## src/rtl/seg7_pkg.sv

```systemverilog
// Shared types and segment tables for the 7-segment frame loader.
package seg7_pkg;

  typedef enum logic [1:0] {
    IDLE,
    LOAD,
    START,
    SHIFT
  } state_t;

  // Active-high {g,f,e,d,c,b,a}, entry 0 at the LSBs
  localparam logic [15:0][6:0] SEG_TABLE = {
    7'h71, 7'h79, 7'h5E, 7'h39,
    7'h7C, 7'h77, 7'h6F, 7'h7F,
    7'h07, 7'h7D, 7'h6D, 7'h66,
    7'h4F, 7'h5B, 7'h06, 7'h3F
  };

  localparam logic [7:0] SEG_OFF = 8'h00;

  function automatic logic [7:0] seg_pol(
    input logic [7:0] raw,
    input bit         act_low
  );
    return act_low ? ~raw : raw;
  endfunction

endpackage

```

## src/rtl/seg7_frame_loader_if.sv

```systemverilog
// Start/EN/PData handshake between the frame loader and the serial shifter.
interface seg7_frame_loader_if #(
  parameter int DIGITS = 8
);

  logic                  p2s_start;
  logic [8*DIGITS-1:0]   p2s_pdata;
  logic                  p2s_en;

  modport master (
    output p2s_start,
    output p2s_pdata,
    input  p2s_en
  );

  modport slave (
    input  p2s_start,
    input  p2s_pdata,
    output p2s_en
  );

endinterface

```

## src/rtl/seg7_hex_enc.sv

```systemverilog
// One digit: hex nibble plus enable and decimal point to a segment byte.
module seg7_hex_enc
  import seg7_pkg::*;
#(
  parameter bit SEG_ACTIVE_LOW = 1'b1
) (
  input  logic [3:0] nib,
  input  logic       en,
  input  logic       dp,
  output logic [7:0] seg
);

  logic [7:0] raw;

  always_comb begin
    raw = SEG_OFF;
    if (en) begin
      raw = {dp, SEG_TABLE[nib]};
    end
    seg = seg_pol(raw, SEG_ACTIVE_LOW);
  end

endmodule

```

## src/rtl/seg7_frame_loader.sv

```systemverilog
// Builds a segment frame and hands it to the serial shifter on request
// or periodic refresh, coalescing requests seen during a transfer.
module seg7_frame_loader
  import seg7_pkg::*;
#(
  parameter int DIGITS         = 8,
  parameter bit SEG_ACTIVE_LOW = 1'b1,
  parameter int REFRESH_DIV    = 50_000_000,
  parameter int TIMEOUT        = 1024
) (
  input  logic                  clk,
  input  logic                  rstn,
  input  logic [4*DIGITS-1:0]   hex_data,
  input  logic [DIGITS-1:0]     dig_en,
  input  logic [DIGITS-1:0]     dp,
  input  logic                  update,
  seg7_frame_loader_if.master   p2s,
  output logic                  busy,
  output logic                  err
);

  localparam int         FW       = 8 * DIGITS;
  localparam logic [7:0] OFF_B    = seg_pol(SEG_OFF, SEG_ACTIVE_LOW);
  localparam bit         REF_ON   = (REFRESH_DIV != 0);
  localparam logic [31:0] REF_LAST =
    REF_ON ? 32'(REFRESH_DIV - 1) : 32'd0;
  localparam logic [31:0] TO_LAST = 32'(TIMEOUT - 1);

  state_t          state;
  logic [FW-1:0]   frame;
  logic [FW-1:0]   pdata_q;
  logic            start_q;
  logic            pend;
  logic [31:0]     ref_cnt;
  logic [31:0]     to_cnt;
  logic            tick;
  logic            trig;

  for (genvar i = 0; i < DIGITS; i++) begin : g_dig
    seg7_hex_enc #(
      .SEG_ACTIVE_LOW(SEG_ACTIVE_LOW)
    ) u_enc (
      .nib (hex_data[4*i +: 4]),
      .en  (dig_en[i]),
      .dp  (dp[i]),
      .seg (frame[8*i +: 8])
    );
  end

  assign tick = REF_ON && (ref_cnt == REF_LAST);
  assign trig = update | tick;

  assign p2s.p2s_start = start_q;
  assign p2s.p2s_pdata = pdata_q;

  always_ff @(posedge clk or negedge rstn) begin
    if (!rstn) begin
      ref_cnt <= '0;
    end else if (!REF_ON || tick) begin
      ref_cnt <= '0;
    end else begin
      ref_cnt <= ref_cnt + 32'd1;
    end
  end

  always_ff @(posedge clk or negedge rstn) begin
    if (!rstn) begin
      state   <= IDLE;
      start_q <= 1'b0;
      busy    <= 1'b0;
      err     <= 1'b0;
      pend    <= 1'b0;
      to_cnt  <= '0;
      pdata_q <= {DIGITS{OFF_B}};
    end else begin
      if (trig && state != IDLE) begin
        pend <= 1'b1;
      end
      unique case (state)
        IDLE: begin
          if (trig || pend) begin
            state <= LOAD;
            busy  <= 1'b1;
          end
        end
        LOAD: begin
          // a trigger landing in LOAD itself still earns a follow-up
          pdata_q <= frame;
          pend    <= trig;
          to_cnt  <= '0;
          start_q <= 1'b1;
          state   <= START;
        end
        START: begin
          if (!p2s.p2s_en) begin
            start_q <= 1'b0;
            state   <= SHIFT;
          end else if (to_cnt == TO_LAST) begin
            start_q <= 1'b0;
            err     <= 1'b1;
            busy    <= 1'b0;
            state   <= IDLE;
          end else begin
            to_cnt <= to_cnt + 32'd1;
          end
        end
        SHIFT: begin
          if (p2s.p2s_en) begin
            err   <= 1'b0;
            busy  <= 1'b0;
            state <= IDLE;
          end
        end
        default: state <= IDLE;
      endcase
    end
  end

endmodule
```

## src/flat_wrapper.sv

```systemverilog
// flat-port wrapper written by rule: the top's interface ports become plain ports
module seg7_frame_loader_flat import seg7_pkg::*;
#(
  parameter int DIGITS         = 8,
  parameter bit SEG_ACTIVE_LOW = 1'b1,
  parameter int REFRESH_DIV    = 50_000_000,
  parameter int TIMEOUT        = 1024
)
  (clk, rstn, hex_data, dig_en, dp, update, busy, err, p2s_p2s_start, p2s_p2s_pdata, p2s_p2s_en);
  seg7_frame_loader_if #(.DIGITS(DIGITS)) p2s_i ();
  input  logic clk;
  input  logic rstn;
  input  logic [4*DIGITS-1:0] hex_data;
  input  logic [DIGITS-1:0] dig_en;
  input  logic [DIGITS-1:0] dp;
  input  logic update;
  output logic busy;
  output logic err;
  output wire logic [$bits(p2s_i.p2s_start)-1:0] p2s_p2s_start;
  output wire logic [$bits(p2s_i.p2s_pdata)-1:0] p2s_p2s_pdata;
  input wire logic [$bits(p2s_i.p2s_en)-1:0] p2s_p2s_en;
  assign p2s_p2s_start = p2s_i.p2s_start;
  assign p2s_p2s_pdata = p2s_i.p2s_pdata;
  assign p2s_i.p2s_en = p2s_p2s_en;
  seg7_frame_loader #(.DIGITS(DIGITS), .SEG_ACTIVE_LOW(SEG_ACTIVE_LOW), .REFRESH_DIV(REFRESH_DIV), .TIMEOUT(TIMEOUT)) u_core (.clk(clk), .rstn(rstn), .hex_data(hex_data), .dig_en(dig_en), .dp(dp), .update(update), .p2s(p2s_i), .busy(busy), .err(err));
endmodule
```

## config.mk

```make
export PLATFORM = sky130hd
export DESIGN_NAME = seg7_frame_loader_flat
export DESIGN_NICKNAME = d
export VERILOG_FILES = /design/src/rtl/seg7_pkg.sv /design/src/rtl/seg7_frame_loader_if.sv /design/src/rtl/seg7_hex_enc.sv /design/src/rtl/seg7_frame_loader.sv /design/src/flat_wrapper.sv
export SDC_FILE = /design/constraint.sdc
export NUM_CORES = 1
export LEC_CHECK = 0
export ABC_CLOCK_PERIOD_IN_PS = 1850
export BUFFER_PORTS_ARGS = -buffer_cell sky130_fd_sc_hd__buf_2
export CORE_MARGIN = 1
export CORE_UTILIZATION = 37
export CTS_CLUSTER_DIAMETER = 50
export CTS_CLUSTER_SIZE = 28
export DETAILED_ROUTE_END_ITERATION = 16
export SYNTH_ARGS = -nofsm -noshare
export SYNTH_HDL_FRONTEND = slang
export SYNTH_SLANG_ARGS = --single-unit
```

## constraint.sdc

```tcl
create_clock -name clk -period 1.85 [get_ports clk]
set_input_delay 0.2775 -clock clk [delete_from_list [all_inputs] [get_ports clk]]
set_output_delay 0.2775 -clock clk [all_outputs]
set_load 0.05 [all_outputs]
```

# Word-level counts from Yosys, hierarchy flattened
# Memories as Yosys holds them, arrays and structs flattened.
# Cells that the tools add are included.
# op_classes
n_addsub	2
magnitude_cmp	8
n_eq_ne	11
muxes	37
n_bitwise	9
n_reduce_logical	13
# op_table
operator	count
$mux 32	3
$add 32x1->32 const B	2
$mux 8	8
$not 8->8	8
$pmux 32 s2	1
$mux 7	8
$lt 4x5->1 const B	8
$eq 32x10->1 const B	1
$eq 32x26->1 const B	1
$mux 1	9
$mux 2	4
$pmux 2 s4	1
$reduce_bool 2->1	4
$ne 2x2->1 const B	3
$reduce_and 3->1	2
$reduce_and 5->1	1
$eq 2x2->1 const B	2
$ne 2x1->1 const B	2
$pmux 1 s2	2
$reduce_and 4->1	1
$ne 3x2->1 const B	1
$pmux 1 s3	1
$reduce_bool 3->1	1
$eq 2x1->1 const B	1
5 further kinds	5
# totals
reg_bits	134
rom_bits	896
input_bits	52
output_inout_bits	67
word_cells	96
n_memories	8
# memory_table
name	depth	width	rd	rd_ports_with_merged_regs	write_ports	line_no	text
(no name shown)	16	7	1	0	0	seg7_hex_enc.sv:18	raw = {dp, SEG_TABLE[nib]};
(no name shown)	16	7	1	0	0	seg7_hex_enc.sv:18	
(no name shown)	16	7	1	0	0	seg7_hex_enc.sv:18	
(no name shown)	16	7	1	0	0	seg7_hex_enc.sv:18	
(no name shown)	16	7	1	0	0	seg7_hex_enc.sv:18	
(no name shown)	16	7	1	0	0	seg7_hex_enc.sv:18	
+2 memories	n/a	n/a	n/a	n/a	n/a	n/a	

# Depth between registers and ports, before layout
# Gate-level depths: netlist of run 1.
# depth
ltp_word	5
ltp_mapped	8
depth_no_buf	7

# Modules after synthesis
# From an unflattened synthesis of run 1, not the netlist that was laid out.
# hier_totals
cells_unflattened	797
area_unflattened_um2	8255.4
# modules_own_cells
mod	instances	cells_per_inst	area_per_inst_um2	seq_area_each_um2
seg7_frame_loader	1	511	6109.6	3433.3
seg7_hex_enc at u_core.g_dig[3].u_enc ...	5	35	264.0	0.0
seg7_hex_enc at u_core.g_dig[0].u_enc ...	3	37	275.3	0.0

# Worst setup path after synthesis of run 1
# Ideal clock, no wire load.
# synth_timing
kind	reg-to-reg
startpoint	register u_core.state[1]
endpoint	register u_core.to_cnt[14]
setup_time_ps	132
t_arrival_ps	1875
required_time_ps	1718
slack_ps	-157
stages_incl_launch_ff	8
path_buffers	3
period_less_slack_ps	2007
cell_sequence	dfrtp_1 > inv_1 > ha_1 > clkbuf_1 > nor2b_1 > clkbuf_1 > clkbuf_1 > nor2_1
# synth_via
elab_chain_len	3
elab_cells_between_ends	7
cone_classes	eq/ne: 4; mux: 1; reduce/logical: 2
# synth_lines
item	line_no	text
start, declared	seg7_frame_loader.sv:29	state_t state;
start signal, assigned	seg7_frame_loader.sv:68	state <= IDLE;
start signal, assigned	seg7_frame_loader.sv:82	state <= LOAD;
start signal, assigned	seg7_frame_loader.sv:92	state <= START;
$eq 2x2->1 or $eq 2x1->1 (tied branches)	seg7_frame_loader.sv:79	unique case (state)
$ne 2x2->1 (no source line) or $reduce_bool 2->1 (tied branches)	n/a	
$reduce_and 3->1 (no source line)	n/a	
end signal, assigned	seg7_frame_loader.sv:104	to_cnt <= to_cnt + 32'd1;
end, declared	seg7_frame_loader.sv:35	logic [31:0] to_cnt;
# Parallel ways exist; a longest one is shown, timed or not.
# A chain may end at the register's enable or synchronous reset.

# Worst setup path after layout of run 1
# layout_timing
startpoint	register u_core.ref_cnt[9]
endpoint	register u_core.busy
# layout_via
elab_chain_len	5
# layout_lines
item	line_no	text
start, declared	seg7_frame_loader.sv:34	logic [31:0] ref_cnt;
start signal, assigned	seg7_frame_loader.sv:62	ref_cnt <= ref_cnt + 32'd1;
$eq 32x26->1	seg7_frame_loader.sv:50	assign tick = REF_ON && (ref_cnt == REF_LAST);
$or 1x1->1	seg7_frame_loader.sv:51	assign trig = update | tick;
$logic_or 1x1->1	seg7_frame_loader.sv:81	if (trig || pend) begin
$ne 2x1->1 (no source line)	n/a	
$reduce_and 5->1 (no source line)	n/a	
end signal, assigned	seg7_frame_loader.sv:70	busy <= 1'b0;
end signal, assigned	seg7_frame_loader.sv:83	busy <= 1'b1;
end signal, assigned	seg7_frame_loader.sv:101	busy <= 1'b0;
end, declared	seg7_frame_loader.sv:18	output logic busy,
# Every way passes these cells.

==> results.cfg, run 1 <==
[power]
p_leak_uw = 0.00466
ir_drop_v = 0.00108
powerDensity_mw_per_mm2 = 1340

[clock_tree]
numCtsBuffers = 17
h-tree-depth = 4
clockBufferDepth = 2
clk_pin_slew_ps = 60
cts_root_buffer = clkbuf_16
cts_tree = yes
cts.sinks = 134
clk_latency_ps = 420

[critical_path]
r2r_cells = 6
crit_path_start_kind = flop
cp.required_ps = 2140
critPathCaptureType = flop
endpoint = u_core.busy$_DFFE_PN0P_
path_max_fanout = 5
critPathKind = flop to flop
reg2reg_from = u_core.ref_cnt[9]$_DFF_PN0_
crit_start = u_core.ref_cnt[9]$_DFF_PN0_
arrival_ps = 2180
rrSetupSlack_ps = -30
r2r-end = u_core.busy$_DFFE_PN0P_

[placed_design]
io_buffers = 118
place_hpwl_um = 13300
finalWeightedCongestion = 0.801
dp_cells = 1238

[yosys]
syn_area_mm2 = 0.00781
yosysMostFrequentCell = nor2_1
netlist.area_leader.share = 0.224
synthArstFlopShare = 1.00
ys_top_cells_by_area = dfrtp_1, dfstp_2, ha_1
avgSynthCellArea_um2 = 9.58
yosysTopAreaCell = dfrtp_1
ys_warn_count = 0
yosysSeqAreaShare = 0.440
synthCells = 815
ys_ff_latch = 134
yosys-top-cells-count = nor2_1, dfrtp_1, dfstp_2
synth_top_flop_cell = dfrtp_1
yosys.cell_types.count = 57
synth-edff-count = 0
syn-num-nets = 914

[finish]
drive_above_1_share = 0.335
fin_nets = 1104
diodes = 0
final_cells = 1287
fillers = 1884
fin_util = 0.497
syn_to_final_growth_pct = 30.4

[floorplanning]
die_h_um = 147
start_util = 0.381
pin_count = 119
fp.dieW_um = 147
core_mm2 = 0.0205
die_area_mm2 = 0.0217
rows = 52

[drt]
wire_per_inst_um = 14.5
dr.first_iter.drc_count = 301
detail_route.first_pass.iterations = 5
drc_errors = 0
via_per_inst = 5.21
ant_nets = 0
vias = 6703
finalWirelength_um = 18700

[timing]
max_slew_margin = 0.683
skew_ps = 7.41
final_max_slew_viol_count = 0
tightest_slew_ps = 475
setup_violations = 15
setup_slack_ps = -33.9
whs_ps = 20.3
period_share = 1.02
finalCriticalPeriod_ps = 1880
rsz0062_at_grt = yes
fmax_mhz = 531
hold_viol_final = 0

[worst_hold_path]
worstHoldStart = dp[1]
hp-class = primary input to flop

[global_route]
grt_overflow = 0
grt_usage = 0.178
grt_pass1_vias = 6603
grt_first_pass_wirelength_um = 31400
grt_start_max_net_pins = 58
antenna_found_initial = 0

[run_status]
violations = negative setup slack
status = finished, violations left

[job]
cap_viol_max_count = 0
==> logic make-up (layout without fill, tap and decap cells) <==
family                   count (synthesis)  in the layout  synth area share
flip-flops                             134            134             0.440
AO/OA/AOI/OAI                          173            173             0.149
multiplexers                            27             27            0.0474
XOR/XNOR                                38             38            0.0426
adder cells (fa/ha/maj)                 47             47            0.0753
buffers and inverters                   85            287            0.0426
AND/OR/NAND/NOR                        311            311             0.204
==> worst max-delay path, stage by stage (launching register included) <==
cell and delay, ps:
dfrtp_1 370, or4_4 530, nor4_2 270, and4_4 300, buf_6 120, or3b_2 100
nand3_1 60
==> through the flow <==
step	TNS, ps	area [µm²]	setup WS (ps)	total power [µW]
floorplan	0	7820	6.79	8420
global placement	-397	9190	-50.5	9880
detailed placement	-1300	9190	-90.0	9910
CTS	-289	9930	-31.9	13700
global route	-2130	10200	-98.3	14400
finish	-230	10200	-33.9	13700
==> report_power, final <==
group / internal [µW] / switching, µW / leakage (µW)
combinational: 1600 / 3950 / 0.00273
clock: 2490 / 1250 / 0.000309
sequential: 4020 / 386 / 0.00162
total: 8100 / 5580 / 0.00466
==> cell usage in the layout, fill, tap and decap left out, types with 13 or more instances in the layout <==
cell and count:
a21oi_1 39, a31oi_1 31, and3_1 13, buf_2 117, buf_4 73, clkbuf_16 17, dfrtp_1 69, dfstp_2 64
ha_1 44, inv_1 48, mux2i_1 19, nand2_1 58, nand3_1 23, nand4_1 17, nor2_1 98, nor3_1 14
o21ai_0 19, o22a_1 19, xnor2_1 15, xor2_1 22
==> worst min-delay path by stage <==
stage / to / slack [ps] / cells after the start
after floorplan: u_core.busy$_DFFE_PN0P_ / -20 / 0
after global placement: u_core.ref_cnt[22]$_DFF_PN0_ / 260 / 1
after detailed placement: u_core.ref_cnt[22]$_DFF_PN0_ / 260 / 1
after CTS: u_core.p2s.p2s_pdata[15]$_DFFE_PN1N_ / 2 / 2
after global routing: u_core.p2s.p2s_pdata[15]$_DFFE_PN1N_ / 9 / 2
final: u_core.p2s.p2s_pdata[15]$_DFFE_PN1N_ / 20 / 2
==> state kept, by name, summed over array words and instances (netlist names) <==
| name | count |
|---|---|
| u_core.p2s.p2s_pdata | 64 |
| u_core.ref_cnt | 32 |
| u_core.to_cnt | 32 |
| u_core.state | 2 |
| u_core.busy | 1 |
| u_core.err | 1 |
| u_core.p2s.p2s_start | 1 |
| u_core.pend | 1 |
==> layout make-up <==
| cell class | count | area, µm² | share of cell area |
|---|---|---|---|
| Multi-Input combinational cell | 596 | 4220 | 0.415 |
| Sequential cell | 134 | 3430 | 0.337 |
| Timing Repair Buffer | 207 | 1350 | 0.133 |
| Clock buffer | 23 | 478 | 0.0469 |
| Tap cell | 270 | 338 | 0.0332 |
| Inverter | 49 | 184 | 0.0181 |
| Clock inverter | 8 | 170 | 0.0167 |
==> per-layer routing <==
| metal | GRT usage | share of wire | vias up |
|---|---|---|---|
| met5 | 0 | 0 | - |
| met4 | 0.0448 | 0.0079 | 0 |
| met3 | 0.0556 | 0.060 | 11 |
| met2 | 0.282 | 0.46 | 155 |
| met1 | 0.237 | 0.48 | 3226 |
| li1 | - | - | 3311 |
==> repair_timing <==
| action | CTS | global route |
|---|---|---|
| setup endpoints to repair | 25 | 49 |
| endpoints found under the hold margin | 26 | 0 |
| pin swaps | 5 | 16 |
| hold buffers | 6 | 0 |
| gates cloned | 0 | 0 |
| buffers inserted | 1 | 11 |
| gates resized for setup | 7 | 40 |
(Power assumes the default switching activity.)
==> inputs of run 2 (changes only) <==
Settings changed: CTS_BUF_LIST from default to sky130_fd_sc_hd__clkbuf_8 sky130_fd_sc_hd__clkbuf_16.
==> results.cfg, run 2 (synthesis gave the netlist of run 1 again) <==
[finish]
largest_reg_flops = 64
fin_area_mm2 = 0.0102
diodes = 0
drive_above_1_share = 0.335
final_cells = 1287
syn_to_final_growth_pct = 30.4
fin_nets = 1104
final_cell_mix = buf_2, nor2_1, buf_4
final_common_cell = buf_2

[global_route]
antenna_found_initial = 0
grt_start_max_net_pins = 58
grt_first_pass_wirelength_um = 31400
grt_overflow = 0
grt_usage = 0.178
grt_pass1_vias = 6603

[run_status]
status = finished, violations left
violations = negative setup slack

[drt]
detail_route.first_pass.iterations = 5
dr.first_iter.drc_count = 317
drc_errors = 0
wire_per_inst_um = 14.5
vias = 6694
finalWirelength_um = 18600
ant_nets = 0
via_per_inst = 5.20

[power]
ir_drop_v = 0.00107
total_power_uw = 13700
powerDensity_mw_per_mm2 = 1340
p_leak_uw = 0.00468

[placed_design]
finalWeightedCongestion = 0.801
placed_cell_area_mm2 = 0.00919
dp_cells = 1238
place_hpwl_um = 13300
io_buffers = 118

[timing]
setup_slack_ps = -34.0
setup_violations = 15
hold_viol_final = 0
rsz0062_at_grt = yes
tightest_slew_ps = 475
final_max_slew_viol_count = 0
fmax_mhz = 531
finalCriticalPeriod_ps = 1880
skew_ps = 7.53
max_slew_margin = 0.683
fin_setup_tns_ps = -227
period_share = 1.02

[clock_tree]
cts.sinks = 134
cts_root_buffer = clkbuf_16
clk_latency_ps = 420
numCtsBuffers = 17
clockBufferDepth = 2
cts_tree = yes
h-tree-depth = 4
clk_pin_slew_ps = 60

[job]
cap_viol_max_count = 0

[floorplanning]
rows = 52
die_h_um = 147
core_mm2 = 0.0205
fp.dieW_um = 147
pin_count = 119
start_util = 0.381
die_area_mm2 = 0.0217

[critical_path]
path_max_fanout = 5
crit_path_start_kind = flop
critPathCaptureType = flop
arrival_ps = 2180
cp.required_ps = 2140
critPathKind = flop to flop

[worst_hold_path]
hp-class = primary input to flop
[run 2: path summary, 6_finish.rpt]
kind	from	to	cells past startpoint	slack, ps
worst max-delay path	u_core.ref_cnt[9]$_DFF_PN0_	u_core.busy$_DFFE_PN0P_	6	-30
worst min-delay path	dp[1]	u_core.p2s.p2s_pdata[15]$_DFFE_PN1N_	2	20
worst max register to register	u_core.ref_cnt[9]$_DFF_PN0_	u_core.busy$_DFFE_PN0P_	6	-30
worst min register to register	u_core.ref_cnt[31]$_DFF_PN0_	u_core.ref_cnt[31]$_DFF_PN0_	1	460
max in group asynchronous	rstn	u_core.to_cnt[0]$_DFFE_PN0P_	3	810
min in group asynchronous	rstn	u_core.ref_cnt[22]$_DFF_PN0_	2	380
[run 2: metal layers]
layer  GRT usage  routed length, µm  share of wire  vias to the layer above
met1       0.237               8890           0.48                     3217
met5           0                  0              0                        -
met4      0.0448                149         0.0080                        0
met2       0.282               8490           0.46                      156
met3      0.0556               1110          0.059                       11
li1            -                  -              -                     3310
[run 2: what timing repair did]
item / 4_1_cts / 5_1_grt
endpoints found under the setup margin: 25 / 49
gates resized for setup: 7 / 40
hold buffers: 6 / 0
endpoints found under the hold margin: 26 / 0
buffers inserted: 1 / 11
pin swaps: 5 / 16
[run 2: power breakdown]
part,internal [µW],leakage [µW],switching [µW]
Clock,2470,0.000322,1240
Combinational,1600,0.00273,3950
Sequential,4020,0.00162,385
Total,8090,0.00468,5580
[run 2: cell type report]
| type | count | area (µm²) |
|---|---|---|
| fillers | 1884 | 10300 |
| multi-input cells | 596 | 4220 |
| flip-flops and latches | 134 | 3430 |
| repair buffers | 207 | 1350 |
| clock buffers | 20 | 467 |
| well taps | 270 | 338 |
| inverters | 49 | 184 |
| clock inverters | 11 | 181 |
[run 2: worst max-delay path, cell delays in order (launching register included)]
cell and delay (ps):
dfrtp_1 370, or4_4 530, nor4_2 270, and4_4 300, buf_6 120, or3b_2 100, nand3_1 60
[run 2: through the flow]
step / hold WS (ps) / worst slack, ps / util
after floorplan: -18.1 / 6.79 / -
after global placement: 258 / -50.5 / 0.448
after detailed placement: 258 / -90.0 / 0.448
after CTS: 2.32 / -31.9 / 0.484
after global routing: 8.80 / -98.1 / 0.497
final: 20.6 / -34.0 / 0.497
